**src/rtl/l0mdt_mtc_pkg.sv**
```systemverilog
// Shared constants for the MTC candidate path toward the SL link.
// No logic: widths and the candidate-word type only.
// Candidate valid flag is the MSB of the word.
package l0mdt_mtc_pkg;

   localparam int MTC2SL_LEN         = 32;
   localparam int MTC_ARB_DROP_CNT_W = 16;

   typedef logic [MTC2SL_LEN-1:0] mtc2sl_t;

endpackage

```
**src/rtl/mtc_cand_fifo.sv**
```systemverilog
// Small candidate FIFO with combinational head (dout = oldest entry).
// Latency: a push is visible on dout/empty one edge later.
// Backpressure: push is ignored when full unless a pop happens on the same edge.
module mtc_cand_fifo
   import l0mdt_mtc_pkg::*;
#(
   parameter int W          = MTC2SL_LEN,
   parameter int FIFO_DEPTH = 4
) (
   input  logic                          clock,
   input  logic                          rst,
   input  logic                          push,
   input  logic [W-1:0]                  din,
   input  logic                          pop,
   output logic [W-1:0]                  dout,
   output logic [$clog2(FIFO_DEPTH):0]   count,
   output logic                          full,
   output logic                          empty
);

   localparam int            AW      = $clog2(FIFO_DEPTH);
   localparam logic [AW:0]   DEPTH_C = (AW+1)'(FIFO_DEPTH);

   logic [W-1:0]  mem [FIFO_DEPTH];
   logic [AW-1:0] wr_ptr;
   logic [AW-1:0] rd_ptr;
   logic          do_push;
   logic          do_pop;

   assign full    = (count == DEPTH_C);
   assign empty   = (count == '0);
   assign do_pop  = pop && !empty;
   // When full, the write lands in the slot being read out on this same edge.
   assign do_push = push && (!full || do_pop);
   assign dout    = mem[rd_ptr];

   always_ff @(posedge clock) begin
      if (do_push) begin
         mem[wr_ptr] <= din;
      end
   end

   always_ff @(posedge clock) begin
      if (!rst) begin
         wr_ptr <= '0;
         rd_ptr <= '0;
         count  <= '0;
      end else begin
         if (do_push) begin
            wr_ptr <= wr_ptr + 1'b1;
         end
         if (do_pop) begin
            rd_ptr <= rd_ptr + 1'b1;
         end
         if (do_push && !do_pop) begin
            count <= count + 1'b1;
         end else if (do_pop && !do_push) begin
            count <= count - 1'b1;
         end
      end
   end

endmodule

```
**src/rtl/mtc_sl_link_arbiter.sv**
```systemverilog
// Round-robin merge of per-slot MTC candidates onto one registered stream.
// Latency: 2 edges from input to out_valid when idle; 1 word/cycle sustained.
// Backpressure: out_ready low holds the output; full inputs drop and count.
module mtc_sl_link_arbiter
   import l0mdt_mtc_pkg::*;
#(
   parameter  int N_IN       = 3,
   parameter  int W          = MTC2SL_LEN,
   parameter  int FIFO_DEPTH = 4,
   parameter  int DROP_CNT_W = MTC_ARB_DROP_CNT_W,
   localparam int SRC_W      = (N_IN > 1) ? $clog2(N_IN) : 1
) (
   input  logic                  clock,
   input  logic                  rst,
   input  logic [W-1:0]          mtc_in [N_IN],
   input  logic                  out_ready,
   output logic                  out_valid,
   output logic [W-1:0]          out_data,
   output logic [SRC_W-1:0]      out_src,
   output logic [N_IN-1:0]       fifo_full,
   output logic [DROP_CNT_W-1:0] drop_cnt [N_IN],
   input  logic                  clear_cnt
);

   localparam int            CW      = $clog2(FIFO_DEPTH) + 1;
   localparam logic [CW-1:0] DEPTH_C = CW'(FIFO_DEPTH);

   logic [W-1:0]     fifo_dout [N_IN];
   logic [CW-1:0]    fifo_cnt  [N_IN];
   logic [N_IN-1:0]  fifo_empty;
   logic [N_IN-1:0]  push_req;
   logic [N_IN-1:0]  push_ok;
   logic [N_IN-1:0]  pop;
   logic [N_IN-1:0]  drop;

   logic [SRC_W-1:0] last_grant;
   logic             load;
   logic             gnt_vld;
   logic [SRC_W-1:0] gnt_idx;
   logic [W-1:0]     gnt_dat;
   logic             hi_vld;
   logic [SRC_W-1:0] hi_idx;
   logic             lo_vld;
   logic [SRC_W-1:0] lo_idx;

   assign load = !out_valid || out_ready;

   // Lowest non-empty index above last_grant wins; otherwise wrap to the lowest overall.
   always_comb begin
      hi_vld = 1'b0;
      hi_idx = '0;
      lo_vld = 1'b0;
      lo_idx = '0;
      for (int i = N_IN - 1; i >= 0; i--) begin
         if (!fifo_empty[i] && (i > int'(last_grant))) begin
            hi_vld = 1'b1;
            hi_idx = SRC_W'(i);
         end
         if (!fifo_empty[i]) begin
            lo_vld = 1'b1;
            lo_idx = SRC_W'(i);
         end
      end
      gnt_vld = hi_vld || lo_vld;
      gnt_idx = hi_vld ? hi_idx : lo_idx;
   end

   always_comb begin
      gnt_dat = '0;
      for (int i = 0; i < N_IN; i++) begin
         if (gnt_vld && (gnt_idx == SRC_W'(i))) begin
            gnt_dat = fifo_dout[i];
         end
      end
   end

   for (genvar g = 0; g < N_IN; g++) begin : g_in
      assign push_req[g] = mtc_in[g][W-1];
      assign pop[g]      = load && gnt_vld && (gnt_idx == SRC_W'(g));
      assign push_ok[g]  = push_req[g] && ((fifo_cnt[g] < DEPTH_C) || pop[g]);
      assign drop[g]     = push_req[g] && !push_ok[g];

      mtc_cand_fifo #(
         .W          (W),
         .FIFO_DEPTH (FIFO_DEPTH)
      ) u_fifo (
         .clock (clock),
         .rst   (rst),
         .push  (push_ok[g]),
         .din   (mtc_in[g]),
         .pop   (pop[g]),
         .dout  (fifo_dout[g]),
         .count (fifo_cnt[g]),
         .full  (fifo_full[g]),
         .empty (fifo_empty[g])
      );

      always_ff @(posedge clock) begin
         if (!rst || clear_cnt) begin
            drop_cnt[g] <= '0;
         end else if (drop[g] && (drop_cnt[g] != '1)) begin
            drop_cnt[g] <= drop_cnt[g] + 1'b1;
         end
      end
   end

   always_ff @(posedge clock) begin
      if (!rst) begin
         out_valid  <= 1'b0;
         out_data   <= '0;
         out_src    <= '0;
         last_grant <= SRC_W'(N_IN - 1);
      end else if (load) begin
         out_valid <= gnt_vld;
         out_data  <= gnt_dat;
         if (gnt_vld) begin
            out_src    <= gnt_idx;
            last_grant <= gnt_idx;
         end
      end
   end

endmodule
```
**config.mk**
```make
export PLATFORM = sky130hd
export DESIGN_NAME = mtc_sl_link_arbiter
export DESIGN_NICKNAME = d
export VERILOG_FILES = /design/src/rtl/l0mdt_mtc_pkg.sv /design/src/rtl/mtc_cand_fifo.sv /design/src/rtl/mtc_sl_link_arbiter.sv
export SDC_FILE = /design/constraint.sdc
export NUM_CORES = 1
export LEC_CHECK = 0
export ABC_CLOCK_PERIOD_IN_PS = 3400
export BUFFER_PORTS_ARGS = -buffer_cell sky130_fd_sc_hd__buf_2
export CAP_MARGIN = 25
export CORE_UTILIZATION = 55
export CTS_CLUSTER_DIAMETER = 150
export DETAILED_ROUTE_END_ITERATION = 10
export HOLD_SLACK_MARGIN = 0.06
export PLACE_DENSITY = 0.75
export SYNTH_ARGS = -nofsm -noshare
export SYNTH_HDL_FRONTEND = slang
export SYNTH_SLANG_ARGS = --single-unit
```
**constraint.sdc**
```tcl
create_clock -name clock -period 3.4 [get_ports clock]
set_input_delay 0.68 -clock clock [delete_from_list [all_inputs] [get_ports clock]]
set_output_delay 0.68 -clock clock [all_outputs]
set_load 0.005 [all_outputs]
```
==> flow_summary.toml, run 1 <==
[placement]
io_port_bufs = 185
finalWeightedCongestion = 0.858
hpwl_um = 26600

[sta]
finalWorstPathRequiredPeriod_ns = 3.06
fmaxAchievable_ghz = 0.326
grt_setup_unrepaired = "no"
finalMaxSlewViolations = 0
clock-skew-final_ns = 0.0273
worst_pin_slew_ns = 0.985
fin_tns_setup_ns = 0
setup-violations-final = 0
timing.slew.headroom_pct = 34.1
hold_ws_ns = 0.316
timing.final.hold_violations = 0
final.period_utilization_pct = 90.1

[critical_path]
regToRegEndpoint = "g_in[2].u_fifo.count[2]$_SDFFE_PN0P_"
worst_ep_arrival_time_ns = 3.55
r2r_slack_ns = 0.34
setup.worst_path.class = "flop to flop"
critPathCaptureType = "flop"
timing.rr.start = "last_grant[1]$_SDFFE_PN1P_"
critical_path.max_fanout = 9
critical_path_startpoint_category = "flop"
wp_data_required_ns = 3.88
ff2ff_path_depth = 10

[outcome]
outcome = "completed"

[floorplanning]
placementRows = 68
coreArea_um2 = 34600
initial_utilization_pct = 56.0
top_level_port_count = 186
die_height_um = 190
die-area_um2 = 36000
die_x_um = 190

[synthesis]
yosys_register_bits = 495
netlist.area_leader.share_pct = 59.5
yosys_most_used_dff = "sky130_fd_sc_hd__edfxtp_1"
syn_nets = 1292
syn-cell-area_um2 = 19400
synth.area.top_cells = "sky130_fd_sc_hd__edfxtp_1 (60%), sky130_fd_sc_hd__dfxtp_1 (11%), sky130_fd_sc_hd__mux4_2 (11%)"
synth_seq_area_share_pct = 71.0
synth_warnings = 0
count_of_cell_types_in_the_netlist = 59
synth.avg_cell_area_um2 = 16.5
postSynthCellCount = 1171
synth_edf_count = 384
share_of_async_settable_or_async_resettable_flops_after_synthesis_pct = 0
synth_top_cell_by_area = "sky130_fd_sc_hd__edfxtp_1"

[pwr]
power.sequential.fraction_pct = 44.1
p_int_mw = 12.4
power.share.switching_pct = 29.5
p_leak_nw = 7.84
power.ir.vdd_worst_v = 0.000506
finalPower_mw = 17.5
power.net_switching_mw = 5.17
power_per_cell_area_nw_per_um2 = 778
power.share.combinational_pct = 24.9
clkPwrFrac_pct = 31.0

[clocking]
number_of_instances_resized_during_post_cts_repair = 0
clock_tree.buffer_depth = 3
cts_tree = "done"
clock-sinks = 495
postCtsSetupBuffers = 0
clkLatencyLatePin_ns = 0.58
cts.root.buffer_cell = "sky130_fd_sc_hd__clkbuf_16"
holdBufCountCts = 0
clkSlewWorstSetupHoldPaths_ns = 0.06
cts_made_buffers = 49
cts.htree.levels = 2

[route]
drc = 0
detail_route.wirelength_um = 42500
met3RoutedLength_um = 3640
drt_first_iter_violations = 908
highest-signal-layer = "met5"
drt_pre_antenna_iters = 5
dr_total_vias = 11300
ant_nets = 0
post_drt_via_cell_ratio = 6.04
wl_met2_um = 21300
met1Wirelength_um = 16100
avgRoutedWirePerCell_um = 22.6

[global_routing]
first_global_vias = 11200
global_route.overflow_total = 0
track_usage_pct = 23.8
grt_antenna_before_repair = 5
pin_count_of_the_biggest_net_entering_global_routing = 33
grt_pass1_wl_um = 64300

[hold_path]
timing.hold.worst.class = "input port to flop"
holdPathEnd = "g_in[2].u_fifo.mem[2][14]$_DFFE_PP_"
holdCritStartpoint = "mtc_in[14]"
hold_path_depth = 1

[final_layout]
drive_gt1_share_pct = 28.9
area_growth_synth_to_finish_pct = 16.2
design.final.nets = 1502

[job]
timing.max_cap.violations = 0
[area by class of cell]
cell class	count	area, um^2
tap	455	569
sequential	495	13800
clock buffer	63	1340
fill	2359	12100
inverter	19	71.3
clock inverter	27	292
antenna	4	10.0
multi-input combinational	596	5290
timing repair buffer	220	1200
[cells in the mapped netlist, types with 4 or more instances]
| master | n |
|---|---|
| sky130_fd_sc_hd__nor2_1 | 45 |
| sky130_fd_sc_hd__buf_2 | 19 |
| sky130_fd_sc_hd__nand3_1 | 22 |
| sky130_fd_sc_hd__o31ai_1 | 11 |
| sky130_fd_sc_hd__a221oi_1 | 23 |
| sky130_fd_sc_hd__a41o_1 | 6 |
| sky130_fd_sc_hd__mux2i_1 | 8 |
| sky130_fd_sc_hd__a32o_1 | 4 |
| sky130_fd_sc_hd__or3_1 | 24 |
| sky130_fd_sc_hd__dfxtp_1 | 111 |
| sky130_fd_sc_hd__nand4_1 | 12 |
| sky130_fd_sc_hd__inv_1 | 18 |
| sky130_fd_sc_hd__a21oi_1 | 50 |
| sky130_fd_sc_hd__xor2_1 | 12 |
| sky130_fd_sc_hd__ha_1 | 18 |
| sky130_fd_sc_hd__o21ai_0 | 65 |
| sky130_fd_sc_hd__a31oi_1 | 6 |
| sky130_fd_sc_hd__nor3_1 | 4 |
| sky130_fd_sc_hd__nand2_1 | 68 |
| sky130_fd_sc_hd__buf_4 | 4 |
| sky130_fd_sc_hd__a2bb2oi_1 | 4 |
| sky130_fd_sc_hd__or4_1 | 14 |
| sky130_fd_sc_hd__edfxtp_1 | 384 |
| sky130_fd_sc_hd__xnor2_1 | 6 |
| sky130_fd_sc_hd__a22oi_1 | 5 |
| sky130_fd_sc_hd__buf_1 | 5 |
| sky130_fd_sc_hd__and2_1 | 8 |
| sky130_fd_sc_hd__o211ai_1 | 7 |
| sky130_fd_sc_hd__and3_1 | 19 |
| sky130_fd_sc_hd__nand2b_1 | 8 |
| sky130_fd_sc_hd__o21ai_1 | 14 |
| sky130_fd_sc_hd__clkbuf_1 | 32 |
| sky130_fd_sc_hd__mux4_2 | 96 |
[kinds of logic (layout without fill, tap and decap cells)]
group | Yosys count | in the layout | share of synthesized area [%]
xor gates and xnor gates | 18 | 18 | 0.813
muxes | 104 | 104 | 11.6
other | 0 | 4 | 0
AOI/OAI and AO/OA | 211 | 211 | 6.93
buffers and inverters | 80 | 329 | 1.79
DFF | 495 | 495 | 71.0
and+or+nand+nor | 242 | 242 | 6.46
adders and majority gates | 21 | 21 | 1.47
[metal layers]
metal  global-route usage (%)  vias to the layer above
li1                         -                     5116
met5                        0                        -
met2                     40.5                      464
met4                     8.78                        6
met1                     29.5                     5671
met3                     6.03                       87
[power groups by stage]
stage               registers, mW  clock network [mW]  logic (mW)
global route                 7.80                5.75        4.68
detailed placement           7.84                   0        4.34
global placement             7.80                   0        4.31
floorplan                    7.65                   0        3.01
CTS                          7.74                5.51        4.39
finish                       7.73                5.43        4.36
[flip-flops by register name, summed over array words and instances (netlist names), named ones only]
| register | flops |
|---|---|
| g_in.u_fifo.count | 9 |
| g_in.u_fifo.rd_ptr | 6 |
| out_data | 32 |
| drop_cnt | 48 |
| out_valid | 1 |
| last_grant | 1 |
| out_src | 2 |
| g_in.u_fifo.wr_ptr | 6 |
| g_in.u_fifo.mem | 384 |
[how the worst max path moves through the flow]
stage,endpoint,slack [ns],from
after detailed placement,g_in[2].u_fifo.count[2]$_SDFFE_PN0P_,0.38,last_grant[1]$_SDFFE_PN1P_
final,g_in[2].u_fifo.count[2]$_SDFFE_PN0P_,0.34,last_grant[1]$_SDFFE_PN1P_
after CTS,g_in[2].u_fifo.count[2]$_SDFFE_PN0P_,0.36,last_grant[1]$_SDFFE_PN1P_
after floorplan,g_in[2].u_fifo.count[2]$_SDFFE_PN0P_,0.58,last_grant[1]$_SDFFE_PN1P_
after global placement,g_in[2].u_fifo.count[2]$_SDFFE_PN0P_,0.46,last_grant[1]$_SDFFE_PN1P_
after global routing,g_in[2].u_fifo.count[2]$_SDFFE_PN0P_,0.19,last_grant[1]$_SDFFE_PN1P_
[cell usage in the layout (no fill, tap or decap), types with 7 or more instances in the layout]
master                      instances
sky130_fd_sc_hd__o21ai_0           65
sky130_fd_sc_hd__clkinv_1           7
sky130_fd_sc_hd__clkbuf_16         49
sky130_fd_sc_hd__or4_1             14
sky130_fd_sc_hd__dfxtp_1          108
sky130_fd_sc_hd__and3_1            19
sky130_fd_sc_hd__nand3_1           22
sky130_fd_sc_hd__inv_1             18
sky130_fd_sc_hd__clkinv_2          10
sky130_fd_sc_hd__a221oi_1          23
sky130_fd_sc_hd__o21ai_1           14
sky130_fd_sc_hd__nand2b_1           8
sky130_fd_sc_hd__buf_4             34
sky130_fd_sc_hd__mux4_2            96
sky130_fd_sc_hd__or3_1             24
sky130_fd_sc_hd__o31ai_1           11
sky130_fd_sc_hd__ha_1              18
sky130_fd_sc_hd__clkbuf_1           8
sky130_fd_sc_hd__a21oi_1           49
sky130_fd_sc_hd__xor2_1            12
sky130_fd_sc_hd__nor2_1            44
sky130_fd_sc_hd__o211ai_1           7
sky130_fd_sc_hd__nand4_1           12
sky130_fd_sc_hd__buf_2            185
sky130_fd_sc_hd__edfxtp_1         384
sky130_fd_sc_hd__mux2i_1            8
sky130_fd_sc_hd__and2_1             8
sky130_fd_sc_hd__nand2_1           68
[critical path, stage by stage (launching register included)]
cell                      delay, ns
sky130_fd_sc_hd__dfxtp_1       0.39
sky130_fd_sc_hd__or4_1         0.58
sky130_fd_sc_hd__o211a_2       0.21
sky130_fd_sc_hd__o21ai_1       0.28
sky130_fd_sc_hd__and2_1        0.25
sky130_fd_sc_hd__ha_1          0.20
sky130_fd_sc_hd__inv_1         0.07
sky130_fd_sc_hd__fa_1          0.38
sky130_fd_sc_hd__xor2_1        0.16
sky130_fd_sc_hd__or3_1         0.30
sky130_fd_sc_hd__a21oi_1       0.16
[metrics by stage]
stage | worst slack (ns) | instances | cell area (um^2) | util (%)
floorplan | 0.585 | 1171 | 19400 | -
global placement | 0.458 | 1785 | 20900 | 60.3
detailed placement | 0.375 | 1785 | 20900 | 60.3
CTS | 0.359 | 1875 | 22500 | 65.0
global route | 0.188 | 1875 | 22500 | 65.0
finish | 0.336 | 1879 | 22500 | 65.0
Note: power is estimated with default switching activity, not from simulation.
==> run 2: changes to the inputs <==
--- a/config.mk
+++ b/config.mk
@@ -5,14 +5,14 @@
 export SDC_FILE = /design/constraint.sdc
 export NUM_CORES = 1
 export LEC_CHECK = 0
-export ABC_CLOCK_PERIOD_IN_PS = 3400
+export ABC_CLOCK_PERIOD_IN_PS = 3100
 export BUFFER_PORTS_ARGS = -buffer_cell sky130_fd_sc_hd__buf_2
-export CAP_MARGIN = 25
+export CAP_MARGIN = 20
 export CORE_UTILIZATION = 55
 export CTS_CLUSTER_DIAMETER = 150
 export DETAILED_ROUTE_END_ITERATION = 10
 export HOLD_SLACK_MARGIN = 0.06
-export PLACE_DENSITY = 0.75
+export PLACE_DENSITY = 0.87
 export SYNTH_ARGS = -nofsm -noshare
 export SYNTH_HDL_FRONTEND = slang
 export SYNTH_SLANG_ARGS = --single-unit
==> constraint.sdc (replaced) <==
create_clock -name clock -period 3.1 [get_ports clock]
set_input_delay 0.62 -clock clock [delete_from_list [all_inputs] [get_ports clock]]
set_output_delay 0.62 -clock clock [all_outputs]
set_load 0.005 [all_outputs]
==> flow_summary.toml, run 2 (same netlist as run 1, synthesis figures left out) <==
[sta]
finalMaxSlewViolations = 0
fin_tns_setup_ns = 0
worst_pin_slew_ns = 0.974
timing.final.hold_violations = 0
setup-violations-final = 0
grt_setup_unrepaired = "no"
finalWorstPathRequiredPeriod_ns = 2.98
clock-skew-final_ns = 0.0351
timing.slew.headroom_pct = 34.9
postLayoutSetupSlackWorst_ns = 0.122
fmaxAchievable_ghz = 0.336
final.period_utilization_pct = 96.1

[floorplanning]
die_x_um = 190
die-area_um2 = 36000
top_level_port_count = 186
coreArea_um2 = 34600
placementRows = 68
die_height_um = 190
initial_utilization_pct = 56.0

[placement]
hpwl_um = 28800
io_port_bufs = 185
preCtsSetupSlack_ns = 0.225
finalWeightedCongestion = 0.898
post_dp_cell_area_um2 = 21000
dpl.cell_count = 1798

[pwr]
clkPwrFrac_pct = 29.5
p_leak_nw = 7.88
power.sequential.fraction_pct = 43.9
p_int_mw = 13.4
power.share.switching_pct = 30.7
power.share.combinational_pct = 26.6
power_per_cell_area_nw_per_um2 = 853
power.ir.vdd_worst_v = 0.000568
power.net_switching_mw = 5.92

[route]
drt_pre_antenna_iters = 5
post_drt_via_cell_ratio = 6.21
ant_nets = 0
detail_route.wirelength_um = 45700
avgRoutedWirePerCell_um = 24.2
drc = 0
dr_total_vias = 11800
drt_first_iter_violations = 1100

[final_layout]
layout.cells.most_common_list = "sky130_fd_sc_hd__edfxtp_1 (384), sky130_fd_sc_hd__buf_2 (185), sky130_fd_sc_hd__dfxtp_1 (108)"
largest_register_ff_count = 384
biggestRegsByFlops = "g_in.u_fifo.mem: 384 flops, drop_cnt: 48 flops, out_data: 32 flops"
drive_gt1_share_pct = 29.3
layout_commonest_cell = "sky130_fd_sc_hd__edfxtp_1"
area_growth_synth_to_finish_pct = 16.7
finish.cell_count_without_fillers = 1894
design.final.nets = 1514
layout_fillers = 2236
sequential_cell_area_um2 = 13800
multi_input_area_um2 = 5290
final_area_um2 = 22600
register_ranked_first_by_flip_flop_count = "g_in.u_fifo.mem"

[clocking]
holdBufCountCts = 0
clkSlewWorstSetupHoldPaths_ns = 0.06
number_of_instances_resized_during_post_cts_repair = 0
clock-sinks = 495
clock_tree.buffer_depth = 3
postCtsSetupBuffers = 0
clkLatencyLatePin_ns = 0.59
cts.root.buffer_cell = "sky130_fd_sc_hd__clkbuf_16"
cts_tree = "done"
cts_made_buffers = 48
cts.htree.levels = 2

[hold_path]
timing.hold.worst.class = "input port to flop"

[global_routing]
pin_count_of_the_biggest_net_entering_global_routing = 33
grt_antenna_before_repair = 9
track_usage_pct = 25.7
grt_pass1_wl_um = 68500
first_global_vias = 11700
global_route.overflow_total = 0

[critical_path]
critPathCaptureType = "flop"
critical_path_startpoint_category = "flop"
critical_path.max_fanout = 6
setup.worst_path.class = "flop to flop"
worst_ep_arrival_time_ns = 3.48
wp_data_required_ns = 3.60

[outcome]
outcome = "completed"

[job]
timing.max_cap.violations = 0
run 2: worst max-delay path: stages, from the launching register on:
cell and delay (ns):
sky130_fd_sc_hd__dfxtp_1 0.38, sky130_fd_sc_hd__or3_1 0.51, sky130_fd_sc_hd__o211a_2 0.35, sky130_fd_sc_hd__o21ai_1 0.20, sky130_fd_sc_hd__and2_1 0.24, sky130_fd_sc_hd__ha_1 0.21
sky130_fd_sc_hd__inv_1 0.06, sky130_fd_sc_hd__fa_1 0.37, sky130_fd_sc_hd__xor2_1 0.15, sky130_fd_sc_hd__or3_1 0.30, sky130_fd_sc_hd__a21oi_1 0.15
run 2: final timing paths:
kind         slack [ns]  cells after the start                                   end                            startpoint
max                0.12                     10  g_in[2].u_fifo.count[2]$_SDFFE_PN0P_  g_in[1].u_fifo.count[0]$_SDFFE_PN0P_
min                0.24                      1    g_in[1].u_fifo.mem[1][9]$_DFFE_PP_                            mtc_in[41]
max reg2reg        0.12                     10  g_in[2].u_fifo.count[2]$_SDFFE_PN0P_  g_in[1].u_fifo.count[0]$_SDFFE_PN0P_
min reg2reg        0.47                      2               out_src[1]$_SDFFE_PN0P_               out_src[1]$_SDFFE_PN0P_
run 2: routing by layer:
| layer | up-vias | GRT usage (%) | part of all wire, % |
|---|---|---|---|
| li1 | 5136 | - | - |
| met1 | 5845 | 31.3 | 35 |
| met2 | 644 | 44.2 | 51 |
| met3 | 127 | 6.47 | 10 |
| met4 | 8 | 9.55 | 3.6 |
| met5 | - | 0 | 0.13 |
run 2: final cells by class:
type | count | share of cell area (%)
Multi-Input combinational cell | 596 | 23.4
Timing Repair Buffer | 233 | 6.02
Sequential cell | 495 | 60.8
Tap cell | 455 | 2.52
Clock buffer | 67 | 5.89
Inverter | 19 | 0.315
Antenna cell | 6 | 0.0664
Clock inverter | 23 | 1.00
run 2: through the flow:
step                power, mW  utilization, %  hold WS (ns)
CTS                      19.3            65.3         0.227
detailed placement       13.5            60.8         0.443
finish                   19.3            65.3         0.241
floorplan                11.7               -         0.443
global placement         13.3            60.8         0.433
global route             19.9            65.3         0.229
run 2: power by group through the flow:
stage / logic (mW) / clock network [mW] / registers, mW
global placement: 4.82 / 0 / 8.50
detailed placement: 4.96 / 0 / 8.57
global route: 5.41 / 6.00 / 8.54
CTS: 5.11 / 5.73 / 8.46
floorplan: 3.30 / 0 / 8.39
finish: 5.14 / 5.68 / 8.46
